$ cat config.mk
export PLATFORM = sky130hd
export DESIGN_NAME = hazard_forward_unit
export DESIGN_NICKNAME = d
export VERILOG_FILES = /design/src/rtl/hazard_forward_unit.sv
export SDC_FILE = /design/constraint.sdc
export NUM_CORES = 1
export LEC_CHECK = 0
export BUFFER_PORTS_ARGS = -buffer_cell sky130_fd_sc_hd__buf_2
export CAP_MARGIN = 20
export CORE_ASPECT_RATIO = 1.5
export CORE_MARGIN = 2
export CORE_UTILIZATION = 50
export CTS_CLUSTER_DIAMETER = 40
export DETAILED_ROUTE_END_ITERATION = 16
export GPL_TIMING_DRIVEN = 0
export PLACE_DENSITY_LB_ADDON = 0.08
export SYNTH_ARGS = -nofsm -noshare
export SYNTH_HDL_FRONTEND = slang
export SYNTH_SLANG_ARGS = --single-unit
$ cat constraint.sdc
create_clock -name clock -period 2.4 [get_ports clock]
set_input_delay 0.48 -clock clock [delete_from_list [all_inputs] [get_ports clock]]
set_output_delay 0.48 -clock clock [all_outputs]
set_load 0.02 [all_outputs]
$ cat src/rtl/hazard_forward_unit.sv
// hazard_forward_unit
// Hazard controller for the 5-stage MIPS core. It keeps a shadow copy of the
// destination and control bits for the EX/MEM/WB stages. From that copy it
// produces:
//   - registered operand-forwarding selects for the two EX operand muxes,
//   - a one-cycle load-use bubble,
//   - a front-end flush on a taken branch or jump.
// Build option HAZARD_FORWARD_EN:
//   defined     -> full forwarding.
//   not defined -> no forwarding; every dependence on an in-flight producer
//                  stalls until that producer has left WB.
//
// state      | meaning
// -----------+--------------------------------------------------------------
// RUN        | normal flow, all enables on
// LOAD_STALL | hold PC and IF/ID for one cycle, bubble into ID/EX
// FLUSH      | taken branch/jump in EX, squash IF/ID and ID/EX
module hazard_forward_unit (
   input  logic       clock,
   input  logic       resetN,
   input  logic       idValid,
   input  logic [4:0] idRs,
   input  logic [4:0] idRt,
   input  logic       idUsesRs,
   input  logic       idUsesRt,
   input  logic [4:0] idRd,
   input  logic       idRegWrite,
   input  logic       idMemRead,
   input  logic       exTakeBranch,
   output logic [1:0] forwardA,
   output logic [1:0] forwardB,
   output logic       pcWrite,
   output logic       ifIdWrite,
   output logic       ifIdFlush,
   output logic       idExFlush,
   output logic       stallActive
);

   typedef enum logic [1:0] {
      RUN        = 2'd0,
      LOAD_STALL = 2'd1,
      FLUSH      = 2'd2
   } state_t;

   typedef struct packed {
      logic       valid;
      logic [4:0] rd;
      logic       reg_write;
   } entry_t;

   state_t state_q, state_d;
   entry_t ex_q, mem_q;
   // Only the EX stage's load flag is ever consulted, so it is not carried further.
   logic   ex_mem_read_q;
   logic   a_ex, b_ex, a_mem, b_mem;
   logic   load_use, load_req, bubble;

   function automatic logic src_match(input entry_t e, input logic [4:0] src,
                                      input logic uses);
      return uses & e.valid & e.reg_write & (e.rd != 5'd0) & (e.rd == src);
   endfunction

   assign a_ex  = src_match(ex_q,  idRs, idUsesRs);
   assign b_ex  = src_match(ex_q,  idRt, idUsesRt);
   assign a_mem = src_match(mem_q, idRs, idUsesRs);
   assign b_mem = src_match(mem_q, idRt, idUsesRt);

`ifdef HAZARD_FORWARD_EN
   // With forwarding, a stall leaves a bubble in EX, so a stall never chains.
   localparam bit RESTALL_OK = 1'b0;
   logic [1:0] sel_a, sel_b;

   assign load_use = idValid & ex_mem_read_q & (a_ex | b_ex);

   // Youngest producer wins: EX (next cycle in MEM) before MEM (next in WB).
   always_comb begin
      sel_a = 2'd0;
      sel_b = 2'd0;
      if (a_ex)       sel_a = 2'd1;
      else if (a_mem) sel_a = 2'd2;
      if (b_ex)       sel_b = 2'd1;
      else if (b_mem) sel_b = 2'd2;
   end

   // Forward selects travel with the instruction into EX; bubbles carry 0.
   always_ff @(posedge clock) begin
      if (!resetN || bubble || !idValid) begin
         forwardA <= 2'd0;
         forwardB <= 2'd0;
      end else begin
         forwardA <= sel_a;
         forwardB <= sel_b;
      end
   end
`else
   // Without forwarding, a dependence keeps stalling while its producer is
   // anywhere up to WB, so back-to-back stalls are expected.
   localparam bit RESTALL_OK = 1'b1;
   entry_t wb_q;
   logic   a_wb, b_wb;

   assign a_wb     = src_match(wb_q, idRs, idUsesRs);
   assign b_wb     = src_match(wb_q, idRt, idUsesRt);
   assign load_use = idValid & (a_ex | b_ex | a_mem | b_mem | a_wb | b_wb);
   assign forwardA = 2'd0;
   assign forwardB = 2'd0;

   // WB shadow entry, needed only to know when a producer has retired.
   always_ff @(posedge clock) begin
      if (!resetN) wb_q <= '0;
      else         wb_q <= mem_q;
   end
`endif

   assign load_req = load_use & (RESTALL_OK | (state_q != LOAD_STALL));
   assign bubble   = (state_d != RUN);

   // Next-state request and its decoded enables; reset forces RUN outputs.
   always_comb begin
      state_d     = RUN;
      pcWrite     = 1'b1;
      ifIdWrite   = 1'b1;
      ifIdFlush   = 1'b0;
      idExFlush   = 1'b0;
      stallActive = 1'b0;
      if (!resetN)           state_d = RUN;
      else if (exTakeBranch) state_d = FLUSH;
      else if (load_req)     state_d = LOAD_STALL;
      case (state_d)
         LOAD_STALL: begin
            pcWrite     = 1'b0;
            ifIdWrite   = 1'b0;
            idExFlush   = 1'b1;
            stallActive = 1'b1;
         end
         FLUSH: begin
            ifIdFlush = 1'b1;
            idExFlush = 1'b1;
         end
         default: ;
      endcase
   end

   // State register.
   always_ff @(posedge clock) begin
      if (!resetN) state_q <= RUN;
      else         state_q <= state_d;
   end

   // Shadow pipeline advance; EX takes a bubble on stall or flush.
   always_ff @(posedge clock) begin
      if (!resetN) begin
         ex_q          <= '0;
         ex_mem_read_q <= 1'b0;
         mem_q         <= '0;
      end else begin
         mem_q <= ex_q;
         if (bubble) begin
            ex_q          <= '0;
            ex_mem_read_q <= 1'b0;
         end else begin
            ex_q.valid     <= idValid;
            ex_q.rd        <= idRd;
            ex_q.reg_write <= idRegWrite;
            ex_mem_read_q  <= idValid & idMemRead;
         end
      end
   end

endmodule

Word-level counts from Yosys, hierarchy flattened
Index checks and enable logic that the tools add are counted.
- magnitude comparators: 0
- multipliers: 0
- bitwise operators: 31
- divide/modulo/power cells: 0
- shift operators: 0
- mux-type cells: 7
- $add $sub $neg: 0
- reductions and logical operators: 6
- equality and inequality tests: 8
- operators with widths (operator ; count):
    $eq 5x5->1 ; 6
    $and 1x1->1 ; 25
    $reduce_bool 5->1 ; 3
    $mux 1 ; 5
    $or 1x1->1 ; 5
    $mux 2 ; 2
    $reduce_or 2->1 ; 2
    $eq 2x1->1 const B ; 1
    $eq 2x2->1 const B ; 1
    $reduce_bool 2->1 ; 1
    $not 1->1 ; 1
- bits in writable memories: 0
- logic and storage cells: 61
- bits in read-only memories: 0
- memories: 0
- bits of input ports: 23
- bits in latches: 0
- register bits after elaboration: 21

Logic depth before layout (Yosys ltp)
- word-level depth: 16
- gate-level depth with buffers: 6
- mapped depth without buffers: 5

Worst setup path before layout
OpenSTA, ideal clock, no wires.
- path kind: reg-to-output
- start: register wb_q[2] in the netlist's numbering
- end: output port pcWrite
- data required time: 1.920 ns
- data arrival time: 1.806 ns
- slack: 0.114 ns
- stages on the path, launching flop included: 6
- cell sequence: dfxtp_1 or4_1 o211ai_2 nor2_1 o21bai_1 buf_4
- word-level cells in the longest chain between the ends: 11
- elaborated cells on any way between the ends: 15
- those cells by class: eq/ne (3); mux (4); bitwise (7); reduce/logical (1)
- ends and longest elaborated chain (item ; RTL line ; text):
    from (decl) ; 99 ; entry_t wb_q;
    from (signal assigned) ; 111 ; else wb_q <= mem_q;
    $reduce_bool 5->1 ; 60 ; return uses & e.valid & e.reg_write & (e.rd != 5'd0) & (e.rd == src);
    $and 1x1->1 (2 in a row) ; 60 ;
    $or 1x1->1 ; 104 ; assign load_use = idValid & (a_ex | b_ex | a_mem | b_mem | a_wb | b_wb);
    $or 1x1->1 * ; 104 ;
    $and 1x1->1 * ; 104 ;
    $mux 1 * ; 128 ; else if (load_req) state_d = LOAD_STALL;
    $mux 2 * ; 127 ; else if (exTakeBranch) state_d = FLUSH;
    $mux 2 * ; 126 ; if (!resetN) state_d = RUN;
    $eq 2x1->1 * ; n/a ;
    $mux 1 * ; n/a ;
    to (decl) ; 32 ; output logic pcWrite,
Every way passes the cells marked *; elsewhere a longest branch is shown, timed or not.

Worst setup path in the final report
- start: register mem_q[2] in the netlist's numbering
- end: output port idExFlush
- word-level cells in the longest chain between the ends: 14
- elaborated cells on any way between the ends: 19
- those cells by class: eq/ne (4); mux (4); bitwise (9); reduce/logical (2)
- ends and longest elaborated chain (item ; RTL line ; text):
    from (decl) ; 52 ; entry_t ex_q, mem_q;
    from (signal assigned) ; 157 ; mem_q <= ex_q;
    $reduce_bool 5->1 ; 60 ;
    $and 1x1->1 (2 in a row) ; 60 ;
    $or 1x1->1 ; 104 ;
    $or 1x1->1 * (3 in a row) ; 104 ;
    $and 1x1->1 * ; 104 ;
    $mux 1 * ; 128 ;
    $mux 2 * ; 127 ;
    $mux 2 * ; 126 ;
    $eq 2x1->1 / $eq 2x2->1 (equally long branches) ; 129 ; case (state_d)
    $reduce_or 2->1 (no line) * ; n/a ;
    $mux 1 * ; 129 ;
    to (decl) ; 35 ; output logic idExFlush,
Marks and branches as above.

==> summary.md <==
| Metric | Value |
|---|---|
| GR Layer Usage met1 | 23.3% |
| Pleak | 0.661 nW |
| Pre-CTS setup slack | -197 ps |
| Syn avg cell area | about 9.7 µm² |
| Fin util | 69.5% |
| Most frequent cells in the layout | 22 x buf_2, 16 x and2_1, 15 x xor2_1 |
| Via count | 923 |
| Vias in the first global route | 949 |
| Netlist Area Pre-Place | 1140 µm² |
| Sink of the worst hold path | ex_q[4]$_SDFF_PP0_ |
| Crit path capture type | output port |
| Largest family of logic cells by synthesized area | XOR/XNOR gates |
| FF-to-FF setup slack | roughly 460 ps |
| Initial antenna violation count | 0 |
| Worst path bufs/invs | 1 |
| Fin cells | 180 |
| Pin count of the biggest net entering global routing | 12 |
| CP Cell Sequence | or3_1 -> o311a_1 -> a21o_2 -> o221a_2 -> buf_6 |
| Min-delay worst type | in -> reg |
| Crit-path slowest cell | or3_1 |
| Worst-Skew Late Latency | approximately 290 ps |
| P&R area growth vs syn | 34.6% |
| Hold_sp | idRd[3] |
| DR vias/cell | 5.13 |
| Nets | roughly 180 |
| Rows | 21 |
| Clock tree root buffer cell | clkbuf_4 |
| Post-route antenna net violation count | 0 |
| Sequential fraction of the synthesis area | 36.9% |
| Unique masters post-synth | 28 |
| R2R Path Start | wb_q[5]$_SDFF_PN0_ |
| Clock sink total | 21 |
| Tmin final | 2430 ps |
| CP peak stage delay | roughly 380 ps |
| Final HPWL DP | just under 2000 µm |
| Initial core utilization | 51.6% |
| Grt peak-use layer | met2 |
| Final Hold Slack | 383 ps |
| Boundary Pins | 32 |
| FF-to-FF path depth | 7 |
| CTS clk-pin slew, worst paths | 110 ps |
| DP Cell Count | ~170 |
| Violated checks | negative setup slack |
| Drt wl/cell | 14.3 µm |
| Synth Area in Simple Gates | 17.0% |
| Hold Vio Cnt, Final | 0 |
| Xor-xnor portion of the synthesized cell area | 23.1% |
| Die Width | 43.0 µm |
| Total grt overflow | 0 |
| I/O Buffers | 25 |
| Worst flop-to-flop path endpoint | ex_q[5]$_SDFF_PP0_ |
| Post-synthesis adder-cell area fraction | 0% |
| Worst Slack Setup Final | -30.0 ps |
| Routed WL | 2580 µm |
| Most common cell after layout, fill and taps aside | buf_2 |
| Layout cells sized above 1 | 43.9% |
| Grt met3 use | about 2.3% |
| Synth warnings | 0 |
| Placeable core area | 2210 µm² |
| DRC viols | 0 |
| Die extent in y | 62.5 µm |
| CTS Buffer Depth | 2 |
| F_max | 412 MHz |
| DR iter-0 viols | 15 |
| Outcome | complete, but fails checks |
| TritonCTS clock tree | yes |
| Total of max-cap violations | 0 |
| Worst setup SP type | flop |
| Complex-gate fraction of the synthesized area | 16.1% |
| Worst vdd ir | 0.262 mV |
| Synth top area share | 36.9% |
| Top cells by area, synth | dfxtp_1 37%, xor2_1 12%, xnor2_1 11% |
| Crit path arrival time | 1950 ps |
| RSZ-0062 raised after global routing | yes |
| Fin crit share | 101% |
| Mux cell area share after synthesis | 0% |
| Routability cong. | a little under 0.8 |
| Slew Viols, Final | 0 |
| Yosys top cell by area | dfxtp_1 |
| CTS buffer count | 3 |
| Met2 Track Usage GR | between 30 and 40% |
| Cts hold-fix bufs | 0 |
| WP data required | 1920 ps |
| Worst hold stages | 3 |
| DR pass1 iterations | 4 |
| Final Setup Violations | 2 |
| CP delay by family, top | compound AO/OA/AOI/OAI gates |
| Die area | 2690 µm² |
| FF+latch count, synth | 21 |
| CP max FO | 2 |
| Number of diodes | 0 |
| Total GRT Usage | between 20% and 30% |
| PD cells | 430 nW/µm² |
| Cells after synthesis | about 120 |
| CP Class | reg -> out |
| H-tree depth | 1 |
| Final Skew | 5.17 ps |
| First-pass GRT wire length | 4150 µm |
## metal layers
| layer | vias to the layer above | part of all wire [%] | routed length [µm] |
|---|---|---|---|
| met1 | 425 | 38 | 992 |
| met3 | 2 | 5.2 | 133 |
| li1 | 470 | - | - |
| met5 | - | 0 | 0 |
| met4 | 0 | 0.58 | 15 |
| met2 | 26 | 56 | 1440 |
## cell families after synthesis
kind of cell	count (synthesis)
flops	21
compound gates	19
xor+xnor	30
simple gates	32
other cells	1
buf+inv	14
## cells in the mapped netlist (all sizes together)
master   count
and2b        1
o221a        1
nor2         1
a211oi       6
o31ai        1
conb         1
o211ai       2
inv          7
o2bb2ai      1
buf          6
or3          1
o22ai        2
nor3         1
or4          2
dfxtp       21
nand2        3
nor4         4
nand4        2
a21o         1
o21ba        1
o21bai       1
clkbuf       1
a32oi        2
xnor2       14
and2        17
xor2        16
o311a        1
## worst min-delay path: stages
cell and delay [ps]:
buf_2 90, inv_1 40, a211oi_1 30
## per-stage QoR
stage               TNS, ps  power (mW)  instance area [µm²]
global placement       -342       0.481                 1310
finish                -36.7       0.659                 1530
CTS                    -201       0.654                 1430
floorplan                 0       0.443                 1150
global route           -305       0.700                 1530
detailed placement     -521       0.484                 1310
## worst max path at each step
stage / endpoint / startpoint / cells past startpoint / slack, ps
floorplan: pcWrite / wb_q[2]$_SDFF_PN0_ / 5 / 110
global placement: pcWrite / idRs[3] / 8 / -150
detailed placement: pcWrite / idRs[4] / 8 / -200
CTS: pcWrite / mem_q[2]$_SDFF_PN0_ / 6 / -90
global route: pcWrite / ex_q[2]$_SDFF_PP0_ / 7 / -120
finish: idExFlush / mem_q[2]$_SDFF_PN0_ / 5 / -30
## registers in the layout (all words and copies together) (netlist names)
signal	flops
ex_q	7
mem_q	7
wb_q	7
## layout make-up
| class | instances | area (µm²) |
|---|---|---|
| Inverter | 7 | 26.3 |
| Sequential cell | 21 | 434 |
| Timing Repair Buffer | 33 | 204 |
| Multi-Input combinational cell | 85 | 766 |
| Fill cell | 184 | 673 |
| Clock buffer | 4 | 26.3 |
| Tap cell | 23 | 28.8 |
| Buffer | 7 | 48.8 |
## what timing repair did
item / in CTS / in global routing
pin swaps: 8 / 15
gates resized for setup: 16 / 16
cloned: 0 / 0
buffers inserted: 5 / 3
endpoints found under the setup margin: 4 / 4
## power breakdown
group	internal [mW]	switching [mW]
clock	0.0646	0.102
sequential	0.357	0.0117
combinational	0.0612	0.0631
total	0.483	0.176
No activity file was read; power rests on OpenSTA's default activity.
